### src/rtl/medidor_distancia.sv
// medidor_distancia: ultrasonic range finder front-end.
//
// Fires the sensor trigger once per period and times the echo pulse into a
// 4-digit BCD counter (hundreds, tens, units, tenths of cm). The BCD word and a
// qualified echo window are handed to the display stage, which latches the word
// on the falling edge of echo_medicion.
//
// Ports:
//   clk                 system clock, rising edge
//   reset               asynchronous, active-high reset
//   echo                raw sensor echo, asynchronous to clk
//   trigger             sensor trigger pulse, TRIGGER_CICLOS wide every PERIODO_CICLOS
//   echo_medicion       qualified measurement window (high in MIDIENDO and ENTREGA)
//   distancia_calculada BCD result {hundreds, tens, units, tenths}
//   medicion_valida     one-cycle pulse when distancia_calculada is updated
//   fuera_rango         last result came from a timeout; held until the next result
module medidor_distancia #(
  parameter int unsigned TICKS_POR_MM   = 291,
  parameter int unsigned TRIGGER_CICLOS = 500,
  parameter int unsigned PERIODO_CICLOS = 3_000_000,
  parameter int unsigned TIMEOUT_CICLOS = 1_500_000
) (
  input  logic        clk,
  input  logic        reset,
  input  logic        echo,
  output logic        trigger,
  output logic        echo_medicion,
  output logic [15:0] distancia_calculada,
  output logic        medicion_valida,
  output logic        fuera_rango
);

  typedef enum logic [2:0] {
    StReposo,
    StDisparo,
    StEsperaEco,
    StMidiendo,
    StEntrega
  } estado_t;

  localparam int unsigned PerW   = $clog2(PERIODO_CICLOS);
  localparam int unsigned TmrMax = (TRIGGER_CICLOS > TIMEOUT_CICLOS) ? TRIGGER_CICLOS
                                                                       : TIMEOUT_CICLOS;
  localparam int unsigned TmrW   = $clog2(TmrMax + 1);
  localparam int unsigned PreW   = (TICKS_POR_MM > 1) ? $clog2(TICKS_POR_MM) : 1;

  localparam logic [PerW-1:0] PerLast  = PerW'(PERIODO_CICLOS - 1);
  localparam logic [TmrW-1:0] TrigLast = TmrW'(TRIGGER_CICLOS - 1);
  localparam logic [TmrW-1:0] TmoLast  = TmrW'(TIMEOUT_CICLOS - 1);
  localparam logic [PreW-1:0] PreLast  = PreW'(TICKS_POR_MM - 1);

  localparam logic [15:0] BcdMax = 16'h9999;

  // BCD +1 with digit carry; holds at 9999 instead of wrapping to 0000.
  function automatic logic [15:0] bcd_inc(input logic [15:0] v);
    logic [15:0] r;
    logic        carry;
    r     = v;
    carry = 1'b1;
    for (int i = 0; i < 4; i++) begin
      if (carry) begin
        if (r[4*i +: 4] == 4'd9) begin
          r[4*i +: 4] = 4'd0;
        end else begin
          r[4*i +: 4] = r[4*i +: 4] + 4'd1;
          carry       = 1'b0;
        end
      end
    end
    return (v == BcdMax) ? v : r;
  endfunction

  // Two-flop synchronizer; nothing below looks at the raw echo.
  logic echo_meta, echo_s;

  always_ff @(posedge clk or posedge reset) begin
    if (reset) begin
      echo_meta <= 1'b0;
      echo_s    <= 1'b0;
    end else begin
      echo_meta <= echo;
      echo_s    <= echo_meta;
    end
  end

  estado_t         estado_q, estado_d;
  logic [PerW-1:0] per_q, per_d;
  logic [TmrW-1:0] tmr_q, tmr_d;
  logic [PreW-1:0] pre_q, pre_d, pre_next;
  logic [15:0]     bcd_q, bcd_d, bcd_tick;
  logic [15:0]     dist_q, dist_d;
  logic            fr_q, fr_d;
  logic            valida_q, valida_d;
  logic            trigger_q, em_q;
  logic            pre_wrap;

  // One prescaler step. bcd_tick is the count including the current cycle, so
  // the cycle on which echo_s is seen low still contributes its tick; that makes
  // the counted interval equal the raw echo width.
  always_comb begin
    pre_wrap = (pre_q == PreLast);
    pre_next = pre_wrap ? '0 : pre_q + PreW'(1);
    bcd_tick = pre_wrap ? bcd_inc(bcd_q) : bcd_q;
  end

  always_comb begin
    estado_d = estado_q;
    pre_d    = pre_q;
    bcd_d    = bcd_q;
    dist_d   = dist_q;
    fr_d     = fr_q;
    valida_d = 1'b0;

    unique case (estado_q)
      StReposo: begin
        if (per_q == PerLast) begin
          estado_d = StDisparo;
        end
      end

      StDisparo: begin
        if (tmr_q == TrigLast) begin
          estado_d = StEsperaEco;
        end
      end

      StEsperaEco: begin
        // An echo already high on entry is taken as an immediate rising edge.
        if (echo_s) begin
          estado_d = StMidiendo;
          pre_d    = '0;
          bcd_d    = '0;
        end else if (tmr_q == TmoLast) begin
          estado_d = StEntrega;
          dist_d   = BcdMax;
          fr_d     = 1'b1;
          valida_d = 1'b1;
        end
      end

      StMidiendo: begin
        pre_d = pre_next;
        bcd_d = bcd_tick;
        if (!echo_s) begin
          // Partial prescaler count is dropped (truncation).
          estado_d = StEntrega;
          dist_d   = bcd_tick;
          fr_d     = 1'b0;
          valida_d = 1'b1;
        end else if (tmr_q == TmoLast) begin
          estado_d = StEntrega;
          dist_d   = BcdMax;
          fr_d     = 1'b1;
          valida_d = 1'b1;
        end
      end

      StEntrega: begin
        estado_d = StReposo;
      end

      default: begin
        estado_d = StReposo;
      end
    endcase
  end

  // Period counter runs every cycle and restarts on each trigger; the
  // period constraint guarantees it is back in REPOSO before it reaches the end.
  // The state timer restarts on every state change and idles in REPOSO.
  always_comb begin
    per_d = ((estado_d == StDisparo) && (estado_q != StDisparo)) ? '0 : per_q + PerW'(1);
    tmr_d = ((estado_d != estado_q) || (estado_q == StReposo)) ? '0 : tmr_q + TmrW'(1);
  end

  always_ff @(posedge clk or posedge reset) begin
    if (reset) begin
      estado_q  <= StReposo;
      per_q     <= PerLast;
      tmr_q     <= '0;
      pre_q     <= '0;
      bcd_q     <= '0;
      dist_q    <= '0;
      fr_q      <= 1'b0;
      valida_q  <= 1'b0;
      trigger_q <= 1'b0;
      em_q      <= 1'b0;
    end else begin
      estado_q  <= estado_d;
      per_q     <= per_d;
      tmr_q     <= tmr_d;
      pre_q     <= pre_d;
      bcd_q     <= bcd_d;
      dist_q    <= dist_d;
      fr_q      <= fr_d;
      valida_q  <= valida_d;
      // Outputs registered from the next state: same timing as a state decode,
      // but glitch-free toward the sensor and the display.
      trigger_q <= (estado_d == StDisparo);
      em_q      <= (estado_d == StMidiendo) || (estado_d == StEntrega);
    end
  end

  assign trigger             = trigger_q;
  assign echo_medicion       = em_q;
  assign distancia_calculada = dist_q;
  assign medicion_valida     = valida_q;
  assign fuera_rango         = fr_q;

endmodule

### config.mk
export PLATFORM = sky130hd
export DESIGN_NAME = medidor_distancia
export DESIGN_NICKNAME = d
export VERILOG_FILES = /design/src/rtl/medidor_distancia.sv
export SDC_FILE = /design/constraint.sdc
export NUM_CORES = 1
export LEC_CHECK = 0
export CAP_MARGIN = 10
export CORE_MARGIN = 2
export CORE_UTILIZATION = 39
export CTS_CLUSTER_SIZE = 16
export DETAILED_ROUTE_END_ITERATION = 10
export PLACE_DENSITY = 0.64
export SLEW_MARGIN = 20
export SYNTH_ARGS = -nofsm -noshare
export SYNTH_HDL_FRONTEND = slang
export SYNTH_SLANG_ARGS = --single-unit
### constraint.sdc
create_clock -name clk -period 3 [get_ports clk]
set_clock_uncertainty 0.15 [all_clocks]
set_input_delay 0.6 -clock clk [delete_from_list [all_inputs] [get_ports clk]]
set_output_delay 0.6 -clock clk [all_outputs]
set_load 0.02 [all_outputs]
==> results by group <==
Run status
  • Outcome: finished, final reports clean

Clock tree
  • Clk_lat worst skew: ~0.34 ns
  • Root buffer cell: clkbuf_16
  • Longest Clk Path Bufs: 2
  • TritonCTS clock tree: done
  • H-tree depth: 3
  • Worst-path clk slew: around 0.070 ns
  • Post-CTS Setup Inserts: 0
  • CTS sink count: 93
  • Hold_buf cts: 0
  • CTS Buf Count: 9
  • Post-CTS sizing: 0

Job
  • Max-Cap Viols: 0

Yosys
  • Synthesized cell area: approximately 4700 sq um
  • Synth Net Count: between 400 and 500
  • Post-synthesis async set-or-reset flop share: 100%
  • Ys flop type: dfrtp_1
  • Synth cell types: approximately 60
  • Yosys reg bits: 93
  • Sequential fraction of the synthesis area: 49.9%
  • Yosys warns: 0
  • Number of enable flip-flop cells after synthesis: 0
  • Synthesized instance count: 481
  • Syn Area/Cell: 9.77 sq um

Global route
  • First-pass GRT wire length: 17000 um
  • GRT Resource Usage Total: roughly 16%
  • Vias in the first global route: around 3500
  • Largest net degree at the start of global routing: 67
  • GRT overflow: 0
  • Antenna violations before repair: 0

Hold path
  • Hold endpoint: echo_s
  • Hold crit path type: reg -> reg
  • Hold Crit Depth: 0
  • Min-delay src: echo_meta

Critical path
  • Critical-path cell list: or4b_1, nor4_4, and2_1, o21ai_0, a22o_1
  • Crit Path Max Fanout: 10
  • Critical path class: reg -> reg
  • Worst reg-to-reg setup slack: approximately 0.40 ns
  • Arrival time at the worst endpoint: roughly 2.7 ns
  • Worst R2R End: bcd_q[14]
  • R2R depth: 5
  • WP depth: 5
  • Buf+Inv Stages, Crit Path: 0
  • Critical Path Sink Type: flip-flop
  • Startpoint Class: flip-flop
  • Top delay family on crit path: simple AND/OR/NAND/NOR gates
  • CP Data Required Time: about 3 ns
  • CP max-delay cell: or4b_1
  • CP peak stage delay: 0.71 ns
  • Crit Reg-Reg Startpoint: pre_q[2]

STA
  • Hold_ws: 0.207 ns
  • RSZ-0062 raised after global routing: no
  • Slew margin rel.: around 43%
  • Slew Limit Fails: 0
  • Setup TNS: 0 ns
  • Setup-failing EPs final: 0
  • Measured slew at the worst slew-check pin: 0.854 ns
  • Maximum clock frequency: between 0.3 and 0.4 GHz
  • Fin. Hold Viols: 0
  • Final period util: between 80% and 90%
  • Final min period: roughly 2.6 ns

Cells and area
  • Layout cells sized above 1: about a tenth
  • Final Instance Area: approximately 5500 sq um
  • P&R area growth vs syn: 16.1%
  • Multi-input gate area: approximately 2200 sq um
  • Layout Cells excl Fill: approximately 660
  • Core Util, Final: a little under half
  • Antenna Cells: 0
  • Reg area: about 2300 sq um
  • Layout fillers: between 1000 and 1500
  • Post-layout nets: around 500

Die
  • Ports: 23
  • Total core area: between 10000 and 15000 sq um
  • Starting Density: roughly two fifths
  • Die X: around 110 um
  • Row cnt: 40
  • Die Ht: 114 um
  • Die area: 12900 sq um

Place
  • Placed Area: 5110 sq um
  • Placed insts: between 600 and 700
  • Dpl hpwl: 6790 um
  • Final GP Congestion: about 0.84
  • Port bufs: 22

Detailed routing
  • Drt drc: 0
  • Total Routed Length: 9960 um
  • Pre-Repair DR Iteration Count: 5
  • Vias per inst: 5.38
  • Initial drt markers: about 260
  • Routed wire per std cell: about 15 um
  • Vias: 3532
  • Final ANT Viol Nets: 0

Power and ir drop
  • Max VDD drop: ~240 uV
  • Leakage power: roughly 2.3 nW
  • P per Cell Area: ~480 nW/um^2
report_power, final:
part	switching (W)	total, W	leakage (nW)	internal [W]
combinational	0.0000266	0.0000333	0.880	0.00000664
clock	0.000492	0.00131	0.168	0.000820
sequential	0.00000141	0.00126	1.24	0.00126
total	0.000520	0.00260	2.29	0.00208
final cells by class:
type / count / area share, %
Sequential cell: 93 / 43.0
Multi-Input combinational cell: 353 / 40.6
Timing Repair Buffer: 32 / 5.64
Clock buffer: 9 / 4.13
Tap cell: 147 / 3.37
Clock inverter: 7 / 2.20
Inverter: 15 / 1.10
registers in the layout, summed over array words and instances (netlist names), 3 cells and up:
signal               count
bcd_q                   16
pre_q                    9
estado_q                 3
tmr_q                   21
distancia_calculada     16
per_q                   22
metrics by stage:
step | setup WS (ns) | power (W)
floorplan | 0.680 | 0.00130
global placement | 0.485 | 0.00131
detailed placement | 0.421 | 0.00132
CTS | 0.402 | 0.00264
global route | 0.228 | 0.00270
finish | 0.397 | 0.00260
cell usage after synthesis (all sizes together) (5+ instances only):
master   number  area, sq um
and2          6         37.5
nand4        16          100
clkbuf       18         67.6
a22o          9         78.8
nor2         60          225
nand2        39          146
a21oi        13         65.1
xor2         29          254
o21ai        33          165
inv          15         56.3
dfstp        15          394
dfrtp        78         1950
xnor2        22          193
nand3        21          105
nor3         10         50.1
a2bb2oi       5         43.8
and3         14         87.6
nor4         11          105
how the worst max path moves through the flow:
| stage | from | slack, ns | endpoint |
|---|---|---|---|
| 2_1_floorplan | pre_q[2] | 0.68 | bcd_q[1] |
| 3_3_place_gp | pre_q[2] | 0.48 | bcd_q[14] |
| 3_5_place_dp | pre_q[2] | 0.42 | bcd_q[14] |
| 4_1_cts | pre_q[2] | 0.40 | bcd_q[14] |
| 5_1_grt | pre_q[2] | 0.23 | bcd_q[14] |
| 6_report | pre_q[2] | 0.40 | bcd_q[14] |
per-layer routing:
layer / GRT usage [%] / part of all wire, % / vias up
met3: 3.83 / 2.7 / 14
met4: 5.61 / 1.8 / 0
met2: 25.3 / 47 / 50
met5: 0 / 0 / -
li1: - / - / 1758
met1: 22.7 / 49 / 1710
layout by cell type (no fill, tap or decap), types with 4 or more instances in the layout:
| cell | n |
|---|---|
| a2bb2oi_1 | 5 |
| xor2_1 | 29 |
| clkdlybuf4s50_1 | 22 |
| buf_4 | 9 |
| clkbuf_16 | 9 |
| nand3_1 | 21 |
| a22o_1 | 9 |
| ha_1 | 4 |
| nand2_1 | 39 |
| nand4_1 | 16 |
| dfrtp_1 | 78 |
| xnor2_1 | 22 |
| nor4_1 | 8 |
| and3_1 | 14 |
| inv_1 | 13 |
| and2_1 | 6 |
| dfstp_2 | 15 |
| nor2b_1 | 4 |
| nor3_1 | 10 |
| a21oi_1 | 13 |
| nor2_1 | 60 |
| nand2b_1 | 4 |
| o21ai_0 | 30 |
cells by family after synthesis:
logic type | count (synthesis) | share of synthesized area, %
DFF | 93 | 49.9
and+or+nand+nor | 208 | 23.6
buffers and inverters | 35 | 2.95
AOI/OAI and AO/OA | 86 | 12.1
xor gates and xnor gates | 51 | 9.50
muxes | 3 | 0.639
adders and majority gates | 5 | 1.28
No activity file was read; power rests on OpenSTA's default activity.
